`src/rtl/mdu_issue_ctrl.sv`:
```
// ============================================================================
// mdu_issue_ctrl
// ----------------------------------------------------------------------------
// Issue and sequencing controller for the E-stage multiply/divide unit.
//
// What it does:
//   - Decodes the MDU op code in E.
//   - Launches mult/multu/div/divu with a single-cycle start pulse.
//   - Counts the operation latency down while holding busy.
//   - Fires the HI/LO commit strobe in the last busy cycle.
//   - Generates the D-stage stall.
//   - Gates every MDU side effect with the exception request Req, so the
//     MDU datapath itself holds no timing state.
//
// Op code map (shared by op_D and op_E):
//   0 none, 1 mult, 2 multu, 3 div, 4 divu,
//   5 mfhi, 6 mflo, 7 mthi, 8 mtlo, 9..15 none.
//
// Ports:
//   clk          in   system clock, rising edge
//   reset        in   synchronous reset, active low
//   op_D[3:0]    in   MDU op code of the instruction in D
//   op_E[3:0]    in   MDU op code of the instruction in E
//   Req          in   exception/interrupt flush of the E instruction
//   start        out  combinational; launch mult/multu/div/divu
//   busy         out  registered; an operation is in flight
//   hilo_commit  out  state decode; load HI/LO from the MDU result
//   mt_we_hi     out  combinational; mthi writes HI
//   mt_we_lo     out  combinational; mtlo writes LO
//   inflight_op  out  op code of the in-flight operation, 0 when idle
//   stall_D      out  combinational; freeze F/D and bubble E
//
// Optional feature: define MDU_CANCEL_EN to let Req abort an in-flight
// operation. The abort suppresses the commit, so HI/LO keep their old
// values. When MDU_CANCEL_EN is undefined, an operation that has started
// always runs to completion.
// ============================================================================
module mdu_issue_ctrl #(
    parameter int MULT_LAT = 5,   // busy cycles for mult/multu (1..15)
    parameter int DIV_LAT  = 10,  // busy cycles for div/divu (1..15)
    parameter int CNT_W    = 4    // countdown width, holds max latency
) (
    input  logic       clk,
    input  logic       reset,
    input  logic [3:0] op_D,
    input  logic [3:0] op_E,
    input  logic       Req,
    output logic       start,
    output logic       busy,
    output logic       hilo_commit,
    output logic       mt_we_hi,
    output logic       mt_we_lo,
    output logic [3:0] inflight_op,
    output logic       stall_D
);

    typedef enum logic [1:0] {
        ST_IDLE = 2'd0,
        ST_RUN  = 2'd1,
        ST_LAST = 2'd2
    } state_t;

    localparam logic [CNT_W-1:0] MULT_CNT = CNT_W'(MULT_LAT);
    localparam logic [CNT_W-1:0] DIV_CNT  = CNT_W'(DIV_LAT);
    localparam logic [CNT_W-1:0] CNT_ONE  = CNT_W'(1);
    localparam logic [CNT_W-1:0] CNT_TWO  = CNT_W'(2);

    state_t           state_reg, state_next;
    logic [CNT_W-1:0] cnt_reg, cnt_next;
    logic             busy_reg, busy_next;
    logic [3:0]       inflight_reg, inflight_next;

    // One-hot decode of the MDU-class ops.
    // op_e_md[1..4] : mult, multu, div, divu in E.
    // op_d_hit[1..8]: any MDU-related op in D.
    logic [4:1] op_e_md;
    logic [8:1] op_d_hit;

    genvar gi;
    generate
        for (gi = 1; gi <= 4; gi++) begin : g_op_e
            assign op_e_md[gi] = (op_E == 4'(gi));
        end
        for (gi = 1; gi <= 8; gi++) begin : g_op_d
            assign op_d_hit[gi] = (op_D == 4'(gi));
        end
    endgenerate

    logic             e_is_muldiv;
    logic             e_is_div;
    logic [CNT_W-1:0] lat_sel;
    logic             abort;

    assign e_is_muldiv = |op_e_md;
    assign e_is_div    = op_e_md[3] | op_e_md[4];
    assign lat_sel     = e_is_div ? DIV_CNT : MULT_CNT;

`ifdef MDU_CANCEL_EN
    assign abort = busy_reg & Req;
`else
    assign abort = 1'b0;
`endif

    // ------------------------------------------------------------------
    // State register
    // ------------------------------------------------------------------
    always_ff @(posedge clk) begin
        if (!reset) begin
            state_reg    <= ST_IDLE;
            cnt_reg      <= '0;
            busy_reg     <= 1'b0;
            inflight_reg <= '0;
        end else begin
            state_reg    <= state_next;
            cnt_reg      <= cnt_next;
            busy_reg     <= busy_next;
            inflight_reg <= inflight_next;
        end
    end

    // ------------------------------------------------------------------
    // Next-state logic
    // ------------------------------------------------------------------
    always_comb begin
        state_next    = state_reg;
        cnt_next      = cnt_reg;
        busy_next     = busy_reg;
        inflight_next = inflight_reg;

        case (state_reg)
            ST_IDLE: begin
                if (start) begin
                    cnt_next      = lat_sel;
                    busy_next     = 1'b1;
                    inflight_next = op_E;
                    // A latency of one goes straight to the commit cycle.
                    state_next    = (lat_sel == CNT_ONE) ? ST_LAST : ST_RUN;
                end
            end
            ST_RUN: begin
                cnt_next = cnt_reg - CNT_ONE;
                // The count moves from 2 to 1 here, so the next cycle is
                // the commit cycle.
                if (cnt_reg == CNT_TWO) begin
                    state_next = ST_LAST;
                end
            end
            ST_LAST: begin
                cnt_next      = '0;
                busy_next     = 1'b0;
                inflight_next = '0;
                state_next    = ST_IDLE;
            end
            default: begin
                cnt_next      = '0;
                busy_next     = 1'b0;
                inflight_next = '0;
                state_next    = ST_IDLE;
            end
        endcase

        // An abort overrides the countdown in both RUN and LAST.
        if (abort) begin
            cnt_next      = '0;
            busy_next     = 1'b0;
            inflight_next = '0;
            state_next    = ST_IDLE;
        end
    end

    // ------------------------------------------------------------------
    // Output logic
    // ------------------------------------------------------------------
    always_comb begin
        start       = (state_reg == ST_IDLE) && !Req && e_is_muldiv;
        hilo_commit = (state_reg == ST_LAST) && !abort;
        mt_we_hi    = (op_E == 4'd7) && !Req && !busy_reg;
        mt_we_lo    = (op_E == 4'd8) && !Req && !busy_reg;
        // Only MDU-related instructions in D wait on the unit.
        stall_D     = (|op_d_hit) && (start || busy_reg);
    end

    assign busy        = busy_reg;
    assign inflight_op = inflight_reg;

endmodule

```
`config.mk`:
```
export PLATFORM = sky130hd
export DESIGN_NAME = mdu_issue_ctrl
export DESIGN_NICKNAME = d
export VERILOG_FILES = /design/src/rtl/mdu_issue_ctrl.sv
export SDC_FILE = /design/constraint.sdc
export NUM_CORES = 1
export LEC_CHECK = 0
export CAP_MARGIN = 25
export CORE_MARGIN = 8
export CORE_UTILIZATION = 35
export DETAILED_ROUTE_END_ITERATION = 10
export DONT_BUFFER_PORTS = 1
export PLACE_DENSITY_LB_ADDON = 0.12
export SLEW_MARGIN = 20
export SYNTH_ARGS = -nofsm -noshare
export SYNTH_HDL_FRONTEND = slang
export SYNTH_SLANG_ARGS = --single-unit
```
`constraint.sdc`:
```
create_clock -name clk -period 1.5 [get_ports clk]
set_input_delay 0.15 -clock clk [delete_from_list [all_inputs] [get_ports clk]]
set_output_delay 0.15 -clock clk [all_outputs]
set_load 0.02 [all_outputs]
```
==> results of run 1 <==
[power by group]
| group | switching, mW | internal, mW | leakage, nW |
|---|---|---|---|
| clock | 0.0994 | 0.103 | 0.0150 |
| sequential | 0.0249 | 0.309 | 0.0901 |
| combinational | 0.0593 | 0.0612 | 0.208 |
| total | 0.184 | 0.473 | 0.313 |
[layer usage]
layer  vias to the layer above  track usage (%)  routed length [um]
met5                         -                0                   0
met2                        17            13.39                 691
li1                        279                -                   -
met1                       259            13.57                 762
met4                         0            5.245                  12
met3                         2            2.609                  67
[cell usage in the layout, fill, tap and decap left out, drive strengths merged, types with 2 or more instances in the layout]
master  synthesis  final
a21oi           6      6
buf             0      7
clkbuf          0      4
dfxtp          11     11
ha              2      2
inv             3      3
mux2i           3      3
nand2b          3      3
nor2            9      9
nor3            3      3
o211a           2      2
o21ai           2      2
o31ai           2      2
[worst max-delay path, cell delays in order]
cell,delay [ns]
or3b_4,0.42
a211oi_4,0.30
a21oi_1,0.12
nor2_1,0.12
buf_4,0.15
[logic make-up after synthesis]
| family | synth area share, % |
|---|---|
| buffers and inverters | 1.782 |
| adders and majority gates | 3.960 |
| xor gates and xnor gates | 2.773 |
| DFF | 34.85 |
| and+or+nand+nor | 23.96 |
| AOI/OAI and AO/OA | 27.92 |
| muxes | 4.753 |
[through the flow]
stage	power (mW)	worst slack [ns]	hold WS, ns
after floorplan	0.4238	0.006928	0.2675
after global placement	0.4542	0.01644	0.2761
after detailed placement	0.4550	0.02052	0.2734
after CTS	0.6642	0.01530	0.003640
after global routing	0.6985	0.001201	0.003686
final	0.6570	0.08950	0.01327
[what timing repair did]
action,4_1_cts,5_1_grt
setup endpoints to repair,1,2
resized for setup,1,2
endpoints found under the hold margin,3,0
pin swaps,0,0
hold buffers,1,0
[Yosys cell counts (all sizes together)]
cell and number:
nand4b 1, and2 1, o22ai 1, o31ai 2, mux2i 3, a21oi 6, or3 1, nor2 9
or3b 1, ha 2, a31o 1, dfxtp 11, o21a 1, nand3b 1, o211a 2, nand2b 3
inv 3, a2bb2oi 1, nand2 1, a211oi 1, o21bai 1, xnor2 1, or4b 1, or2 1
nor3b 1, o311a 1, xor2 1, and4b 1, a2111oi 1, nor2b 1, o21ai 2, nor3 3
o41ai 1
[worst min path at each step]
| stage | from | to | slack, ns | cells past startpoint |
|---|---|---|---|---|
| finish | reset | cnt_reg[3]$_SDFFE_PN0P_ | 0.01 | 1 |
| global route | reset | cnt_reg[3]$_SDFFE_PN0P_ | 0.004 | 1 |
| CTS | reset | cnt_reg[3]$_SDFFE_PN0P_ | 0.004 | 1 |
| detailed placement | reset | state_reg[0]$_SDFFE_PN0P_ | 0.27 | 1 |
| global placement | reset | state_reg[0]$_SDFFE_PN0P_ | 0.28 | 1 |
| floorplan | reset | state_reg[0]$_SDFFE_PN0P_ | 0.27 | 1 |
[cell type report]
| cell class | count | area share, % |
|---|---|---|
| clock buffers | 4 | 3.443 |
| inverters | 3 | 1.475 |
| multi-input cells | 54 | 53.77 |
| flip-flops and latches | 11 | 29.02 |
| well taps | 25 | 4.098 |
| repair buffers | 8 | 8.197 |
==> results.sh, run 1 <==
export IMPL_antennaDiodeCount=0
export IMPL_cp_max_fo=7
export IMPL_first_pass_iters=4
export IMPL_clk_pin_slew_ns=0.07
export IMPL_end_kind="primary output"
export IMPL_drc_errors=0
export IMPL_tritoncts="yes"
export IMPL_ff2ff_path_depth=5
export IMPL_clkLatencyLatePin_ns=0.26
export IMPL_die_area_mm2=0.003421
export IMPL_dpl_cell_count=100
export IMPL_grt_pass1_wl_um=2615
export IMPL_hp_class="input port to flip-flop"
export IMPL_post_drt_wl_per_cell_um=14.60
export IMPL_synth_area_top_cells="dfxtp_1 35%, nor2_1 5.3%, a21oi_1 4.8%"
export IMPL_cp_required_ns=1.35
export IMPL_synth_nets=81
export IMPL_max_cap_violations=0
export IMPL_min_period_ns=1.410
export IMPL_setup_tns_final_ns=0
export IMPL_grt_usage_pct=9.862
export IMPL_nFillCells=164
export IMPL_ir_drop_mv=0.5028
export IMPL_finalSetupViolations=0
export IMPL_die_h_um=58.49
export IMPL_drtIter0Drc=8
export IMPL_crit_arrival_ns=1.26
export IMPL_syn_to_final_growth_pct=20.79
export IMPL_final_core_util_pct=44.69
export IMPL_clockBufferDepth=2
export IMPL_avgSynthCellArea_um2=9.292
export IMPL_nNetsFinal=94
export IMPL_via_count=557
export IMPL_fin_crit_sh_pct=94.03
export IMPL_yosysWarnings=0
export IMPL_via_per_inst=5.305
export IMPL_syn_inst=68
export IMPL_yosysSeqAreaShare_pct=34.85
export IMPL_multi_input_area_um2=410.4
export IMPL_crit_type="input port to primary output"
export IMPL_max_slew_margin_rel_pct=64.35
export IMPL_grt_pass1_vias=567
export IMPL_fin_area_um2=763.2
export IMPL_ant_nets=0
export IMPL_cts_buffers=3
export IMPL_status="finished clean"
export IMPL_post_dp_cell_area_um2=715.7
export IMPL_synth_ff_latch_count=11
export IMPL_synth_cell_type_count=33
export IMPL_post_dp_hpwl_um=1161
export IMPL_coreArea_mm2=0.001708
export IMPL_antenna_found_initial=0
export IMPL_tightest_slew_ns=0.5279
export IMPL_cts_max_level=1
export IMPL_core_rowCount=15
export IMPL_r2r_slack_ns=0.23
export IMPL_ios=21
export IMPL_timing_rr_start="cnt_reg[0]$_SDFFE_PN0P_"
export IMPL_finalClockSkew_ns=0.0007941
export IMPL_drv_slew=0
export IMPL_place_congestion=0.7585
export IMPL_start_kind="input port"
export IMPL_endpoint="stall_D"
export IMPL_rr_endpoint="cnt_reg[2]$_SDFFE_PN0P_"
export IMPL_grt_overflow_total=0
export IMPL_synth_top_area_cell="dfxtp_1"
export IMPL_report_final_hold_viol_count=0
export IMPL_drive_gt1_share_pct=22.50
export IMPL_regArea_um2=221.5
export IMPL_fmax_mhz=709.0
export IMPL_cts_sinks=11
export IMPL_grt_max_degree=10
export IMPL_routed_wl_um=1533
export IMPL_initial_core_util_pct=37.00
export IMPL_clk_root_buffer_cell="clkbuf_4"
export IMPL_die_x_um=58.49
export IMPL_yosysTopAreaCellShare_pct=34.85
export IMPL_p_leak_nw=0.3130
export IMPL_crit_path_start="op_E[0]"
export IMPL_final_cells=105
export IMPL_io_buffers=0
export IMPL_rsz0062_at_grt="no"
export IMPL_post_cts_buffers=0
export IMPL_power_density_mw_per_mm2=860.8
export IMPL_syn_area_um2=631.9
(Power assumes the default switching activity.)
==> run 2, diff against run 1 <==
--- a/config.mk
+++ b/config.mk
@@ -6,7 +6,7 @@
 export NUM_CORES = 1
 export LEC_CHECK = 0
 export CAP_MARGIN = 25
-export CORE_MARGIN = 8
+export CORE_MARGIN = 2
 export CORE_UTILIZATION = 35
 export DETAILED_ROUTE_END_ITERATION = 10
 export DONT_BUFFER_PORTS = 1
==> run 2 against run 1 <==
Compared with the run above: worst setup slack lost 0.017 ns; design area increased by 0.66%; first-iteration DRC count grew 13%; combinational power barely moved; non-clock buffer count stayed put; global-route usage up 5.4 points; largest power group unchanged.
==> results.sh, run 2 (synthesis gave the netlist of run 1 again) <==
export IMPL_status="finished clean"
export IMPL_drive_gt1_share_pct=22.50
export IMPL_coreArea_mm2=0.001708
export IMPL_nNetsFinal=94
export IMPL_post_drt_wl_per_cell_um=13.71
export IMPL_dp_slack_ns=0.01098
export IMPL_clockBufferDepth=2
export IMPL_first_pass_iters=4
export IMPL_post_dp_cell_area_um2=715.7
export IMPL_place_congestion=0.6843
export IMPL_clkLatencyLatePin_ns=0.27
export IMPL_internal_power_mw=0.4740
export IMPL_cts_sinks=11
export IMPL_grt_pass1_wl_um=2311
export IMPL_cts_buffers=3
export IMPL_max_slew_margin_rel_pct=63.46
export IMPL_antenna_found_initial=0
export IMPL_drtIter0Drc=9
export IMPL_pwr_share_comb_pct=18.2
export IMPL_worstHoldPathCells=1
export IMPL_holdWs_ns=0.003595
export IMPL_post_dp_hpwl_um=1096
export IMPL_crit_arrival_ns=1.28
export IMPL_initial_core_util_pct=37.00
export IMPL_die_x_um=46.49
export IMPL_finalSetupViolations=0
export IMPL_cp_required_ns=1.35
export IMPL_layout_commonest_cell="dfxtp_1"
export IMPL_routed_wl_um=1440
export IMPL_via_count=568
export IMPL_ios=21
export IMPL_netSwitchingFraction_pct=28.16
export IMPL_setup_tns_final_ns=0
export IMPL_core_rowCount=15
export IMPL_clk_pin_slew_ns=0.07
export IMPL_fmax_mhz=700.3
export IMPL_die_area_mm2=0.002161
export IMPL_fin_crit_sh_pct=95.19
export IMPL_mostFrequentLayoutCells="10 x dfxtp_1, 8 x nor2_1, 7 x buf_4"
export IMPL_total_power_mw=0.6598
export IMPL_cp_max_fo=7
export IMPL_die_h_um=46.49
export IMPL_drc_errors=0
export IMPL_io_buffers=0
export IMPL_ir_drop_mv=0.3952
export IMPL_fin_area_um2=768.2
export IMPL_start_kind="input port"
export IMPL_clk_root_buffer_cell="clkbuf_4"
export IMPL_tightest_slew_ns=0.5410
export IMPL_power_density_mw_per_mm2=858.9
export IMPL_end_kind="primary output"
export IMPL_ff2ff_path_depth=5
export IMPL_grt_overflow_total=0
export IMPL_antennaDiodeCount=0
export IMPL_cts_max_level=1
export IMPL_via_per_inst=5.410
export IMPL_seq_power_share_pct=50.9
export IMPL_crit_type="input port to primary output"
export IMPL_tritoncts="yes"
export IMPL_nFillCells=183
export IMPL_rsz0062_at_grt="no"
export IMPL_switchingPower_mw=0.1858
export IMPL_ant_nets=0
export IMPL_finalClockSkew_ns=0.005878
export IMPL_pwr_share_clk_pct=30.9
export IMPL_syn_to_final_growth_pct=21.58
export IMPL_report_final_hold_viol_count=0
export IMPL_grt_pass1_vias=544
export IMPL_min_period_ns=1.428
export IMPL_finalWorstSetupSlack_ns=0.07212
export IMPL_p_leak_nw=0.3151
export IMPL_grt_max_degree=10
export IMPL_grt_usage_pct=15.26
export IMPL_max_cap_violations=0
export IMPL_drv_slew=0
export IMPL_hp_class="input port to flip-flop"
## run 2: cell counts in the layout (fill, tap and decap cells not counted)
Identical to the previous run, type by type.
## run 2: power by group through the flow
| stage | clock network (mW) | logic, mW | registers, mW |
|---|---|---|---|
| after CTS | 0.214 | 0.119 | 0.335 |
| after global routing | 0.228 | 0.135 | 0.338 |
| final | 0.204 | 0.120 | 0.336 |
| after detailed placement | 0 | 0.115 | 0.341 |
| after global placement | 0 | 0.114 | 0.341 |
| after floorplan | 0 | 0.0889 | 0.335 |
## run 2: critical path, stage by stage
cell and delay (ns):
or3b_4 0.42, a211oi_4 0.32, a21oi_1 0.13, nor2_1 0.11
buf_4 0.14
## run 2: timing repair
item,in CTS,in global routing
resized for setup,1,3
endpoints found under the setup margin,1,1
hold buffers,1,0
endpoints found under the hold margin,3,0
setup buffers,0,0
## run 2: final timing paths
path                                    start                     endpoint  slack, ns
hold / removal                          reset    state_reg[0]$_SDFFE_PN0P_      0.004
setup / recovery                      op_E[0]                      stall_D       0.07
hold reg to reg   inflight_op[3]$_SDFFE_PN0P_  inflight_op[3]$_SDFFE_PN0P_       0.54
setup reg to reg      cnt_reg[0]$_SDFFE_PN0P_      cnt_reg[2]$_SDFFE_PN0P_       0.19
## run 2: cell type report
cell class / instances / area, um2 / share of cell area [%]
Multi-Input combinational cell: 54 / 415.4 / 54.07
Clock buffer: 4 / 26.28 / 3.420
Tap cell: 25 / 31.28 / 4.072
Inverter: 3 / 11.26 / 1.466
Timing Repair Buffer: 8 / 62.56 / 8.143
Sequential cell: 11 / 221.5 / 28.83
## run 2: per-layer routing
metal  global-route usage, %  up-vias  wire length (um)  part of all wire (%)
met4                   6.857        0                 8                  0.56
li1                        -      280                 -                     -
met1                   21.08      274               719                    50
met2                   22.22       12               652                    45
met3                   3.529        2                60                   4.2
met5                       0        -                 0                     0
## run 2: stage by stage
step	std cells	utilization, %
3_5_place_dp	100	41.90
6_report	105	44.98
4_1_cts	105	44.18
5_1_grt	105	44.98
2_1_floorplan	68	-
3_3_place_gp	100	41.90
==> run 3, diff against run 2 <==
--- a/config.mk
+++ b/config.mk
@@ -6,12 +6,14 @@
 export NUM_CORES = 1
 export LEC_CHECK = 0
 export CAP_MARGIN = 25
+export CELL_PAD_IN_SITES_DETAIL_PLACEMENT = 1
+export CELL_PAD_IN_SITES_GLOBAL_PLACEMENT = 1
 export CORE_MARGIN = 2
 export CORE_UTILIZATION = 35
 export DETAILED_ROUTE_END_ITERATION = 10
 export DONT_BUFFER_PORTS = 1
 export PLACE_DENSITY_LB_ADDON = 0.12
-export SLEW_MARGIN = 20
+export SLEW_MARGIN = 5
 export SYNTH_ARGS = -nofsm -noshare
 export SYNTH_HDL_FRONTEND = slang
 export SYNTH_SLANG_ARGS = --single-unit
==> run 3 against run 2 <==
Compared with the run above: critical path depth unchanged; fmax increased by 0.59%; sequential share of layout area decreased by 0.19 points; design area increased by 0.65%; final cell count increased by 0.95%; critical path type unchanged; critical endpoint unchanged; highest routed layer unchanged.
==> results.sh, run 3 (synthesis gave the netlist of run 1 again) <==
export IMPL_ant_nets=0
export IMPL_hold_start="op_E[0]"
export IMPL_grt_pass1_wl_um=2470
export IMPL_via_per_inst=5.500
export IMPL_clk_pin_slew_ns=0.07
export IMPL_min_period_ns=1.419
export IMPL_pwr_share_clk_pct=30.9
export IMPL_clockBufferDepth=2
export IMPL_drive_gt1_share_pct=22.22
export IMPL_nNetsFinal=95
export IMPL_via_count=583
export IMPL_max_cap_violations=0
export IMPL_grt_overflow_total=0
export IMPL_pwr_share_comb_pct=18.7
export IMPL_post_cts_buffers=0
export IMPL_finalClockSkew_ns=0.001678
export IMPL_core_rowCount=15
export IMPL_internal_power_mw=0.4751
export IMPL_first_pass_iters=2
export IMPL_syn_to_final_growth_pct=22.38
export IMPL_post_drt_wl_per_cell_um=15.05
export IMPL_cts_max_level=1
export IMPL_crit_type="input port to primary output"
export IMPL_netSwitchingFraction_pct=28.38
export IMPL_tightest_slew_ns=0.5444
export IMPL_drc_errors=0
export IMPL_grt_pass1_vias=538
export IMPL_seq_power_share_pct=50.4
export IMPL_worstHoldPathCells=2
export IMPL_coreArea_mm2=0.001708
export IMPL_grt_max_degree=10
export IMPL_drtIter0Drc=2
export IMPL_rsz0062_at_grt="no"
export IMPL_fmax_mhz=704.5
export IMPL_die_x_um=46.49
export IMPL_ff2ff_path_depth=4
export IMPL_layout_commonest_cell="dfxtp_1"
export IMPL_r2r_slack_ns=0.21
export IMPL_routed_wl_um=1595
export IMPL_holdWs_ns=0.03548
export IMPL_start_kind="input port"
export IMPL_rr_endpoint="inflight_op[1]$_SDFFE_PN0P_"
export IMPL_cts_sinks=11
export IMPL_post_dp_hpwl_um=1232
export IMPL_cp_required_ns=1.35
export IMPL_antennaDiodeCount=0
export IMPL_clkLatencyLatePin_ns=0.27
export IMPL_fin_area_um2=773.2
export IMPL_timing_rr_start="state_reg[0]$_SDFFE_PN0P_"
export IMPL_mostFrequentLayoutCells="10 x dfxtp_1, 8 x nor2_1, 7 x buf_4"
export IMPL_die_area_mm2=0.002161
export IMPL_grt_usage_pct=16.77
export IMPL_die_h_um=46.49
export IMPL_nFillCells=213
export IMPL_cts_buffers=3
export IMPL_hp_class="input port to flip-flop"
export IMPL_ir_drop_mv=0.4647
export IMPL_fin_crit_sh_pct=94.63
export IMPL_tritoncts="yes"
export IMPL_report_final_hold_viol_count=0
export IMPL_switchingPower_mw=0.1883
export IMPL_status="finished clean"
export IMPL_antenna_found_initial=0
export IMPL_cp_max_fo=7
export IMPL_hold_end="inflight_op[0]$_SDFFE_PN0P_"
export IMPL_power_density_mw_per_mm2=858.0
export IMPL_finalSetupViolations=0
export IMPL_clk_root_buffer_cell="clkbuf_4"
export IMPL_post_dp_cell_area_um2=715.7
export IMPL_drv_slew=0
export IMPL_initial_core_util_pct=37.00
export IMPL_place_congestion=0.6970
export IMPL_ios=21
export IMPL_crit_arrival_ns=1.27
export IMPL_p_leak_nw=0.3172
export IMPL_end_kind="primary output"
export IMPL_max_slew_margin_rel_pct=63.23
export IMPL_io_buffers=0
run 3: cell types whose count changed in the layout (fill, tap and decap cells not counted), sizes merged:
cell	change
dlygate4sd3	+1
run 3: critical path: stages:
cell and delay (ns):
or3b_4 0.42, a211oi_4 0.31, a21oi_1 0.13, nor2_1 0.12
buf_4 0.14
run 3: layout make-up:
cell class              count  area, um2  area share (%)
repair buffers              9      72.57           9.385
multi-input cells          54      410.4           53.07
clock buffers               4      26.28           3.398
flip-flops and latches     11      221.5           28.64
well taps                  25      31.28           4.045
inverters                   3      11.26           1.456
run 3: timing repair:
action	4_1_cts	5_1_grt
setup endpoints to repair	2	1
gates resized for setup	2	1
endpoints found under the hold margin	3	1
hold buffers	1	1
run 3: how the worst max path moves through the flow:
stage	startpoint	end	slack, ns	depth (start not counted)
6_report	op_E[0]	stall_D	0.08	5
5_1_grt	state_reg[0]$_SDFFE_PN0P_	stall_D	0.003	4
3_3_place_gp	op_E[0]	inflight_op[1]$_SDFFE_PN0P_	0.005	5
4_1_cts	op_E[0]	stall_D	0.05	5
3_5_place_dp	op_E[0]	inflight_op[1]$_SDFFE_PN0P_	-0.02	5
2_1_floorplan	op_E[0]	stall_D	0.007	4
run 3: power by group through the flow:
| stage | registers (mW) | clock network [mW] | logic (mW) |
|---|---|---|---|
| 2_1_floorplan | 0.335 | 0 | 0.0889 |
| 3_3_place_gp | 0.340 | 0 | 0.115 |
| 3_5_place_dp | 0.341 | 0 | 0.118 |
| 4_1_cts | 0.334 | 0.211 | 0.122 |
| 5_1_grt | 0.337 | 0.229 | 0.141 |
| 6_report | 0.334 | 0.205 | 0.124 |
run 3: per-layer routing:
layer / track usage (%) / part of all wire [%] / vias up / wire length, um
li1: - / - / 282 / -
met1: 22.95 / 48 / 282 / 766
met2: 25.28 / 46 / 15 / 735
met3: 3.529 / 4.3 / 4 / 68
met4: 6.857 / 1.6 / 0 / 25
met5: 0 / 0 / - / 0
run 3: metrics by stage:
stage	instances	power (mW)	TNS, ns	utilization (%)	setup slack (ns)
final	106	0.6635	0	45.27	0.08056
after global placement	100	0.4548	0	41.90	0.004682
after global routing	106	0.7074	0	45.27	0.003378
after detailed placement	100	0.4585	-0.01960	41.90	-0.01616
after CTS	105	0.6675	0	44.25	0.05242
after floorplan	68	0.4238	0	-	0.006928
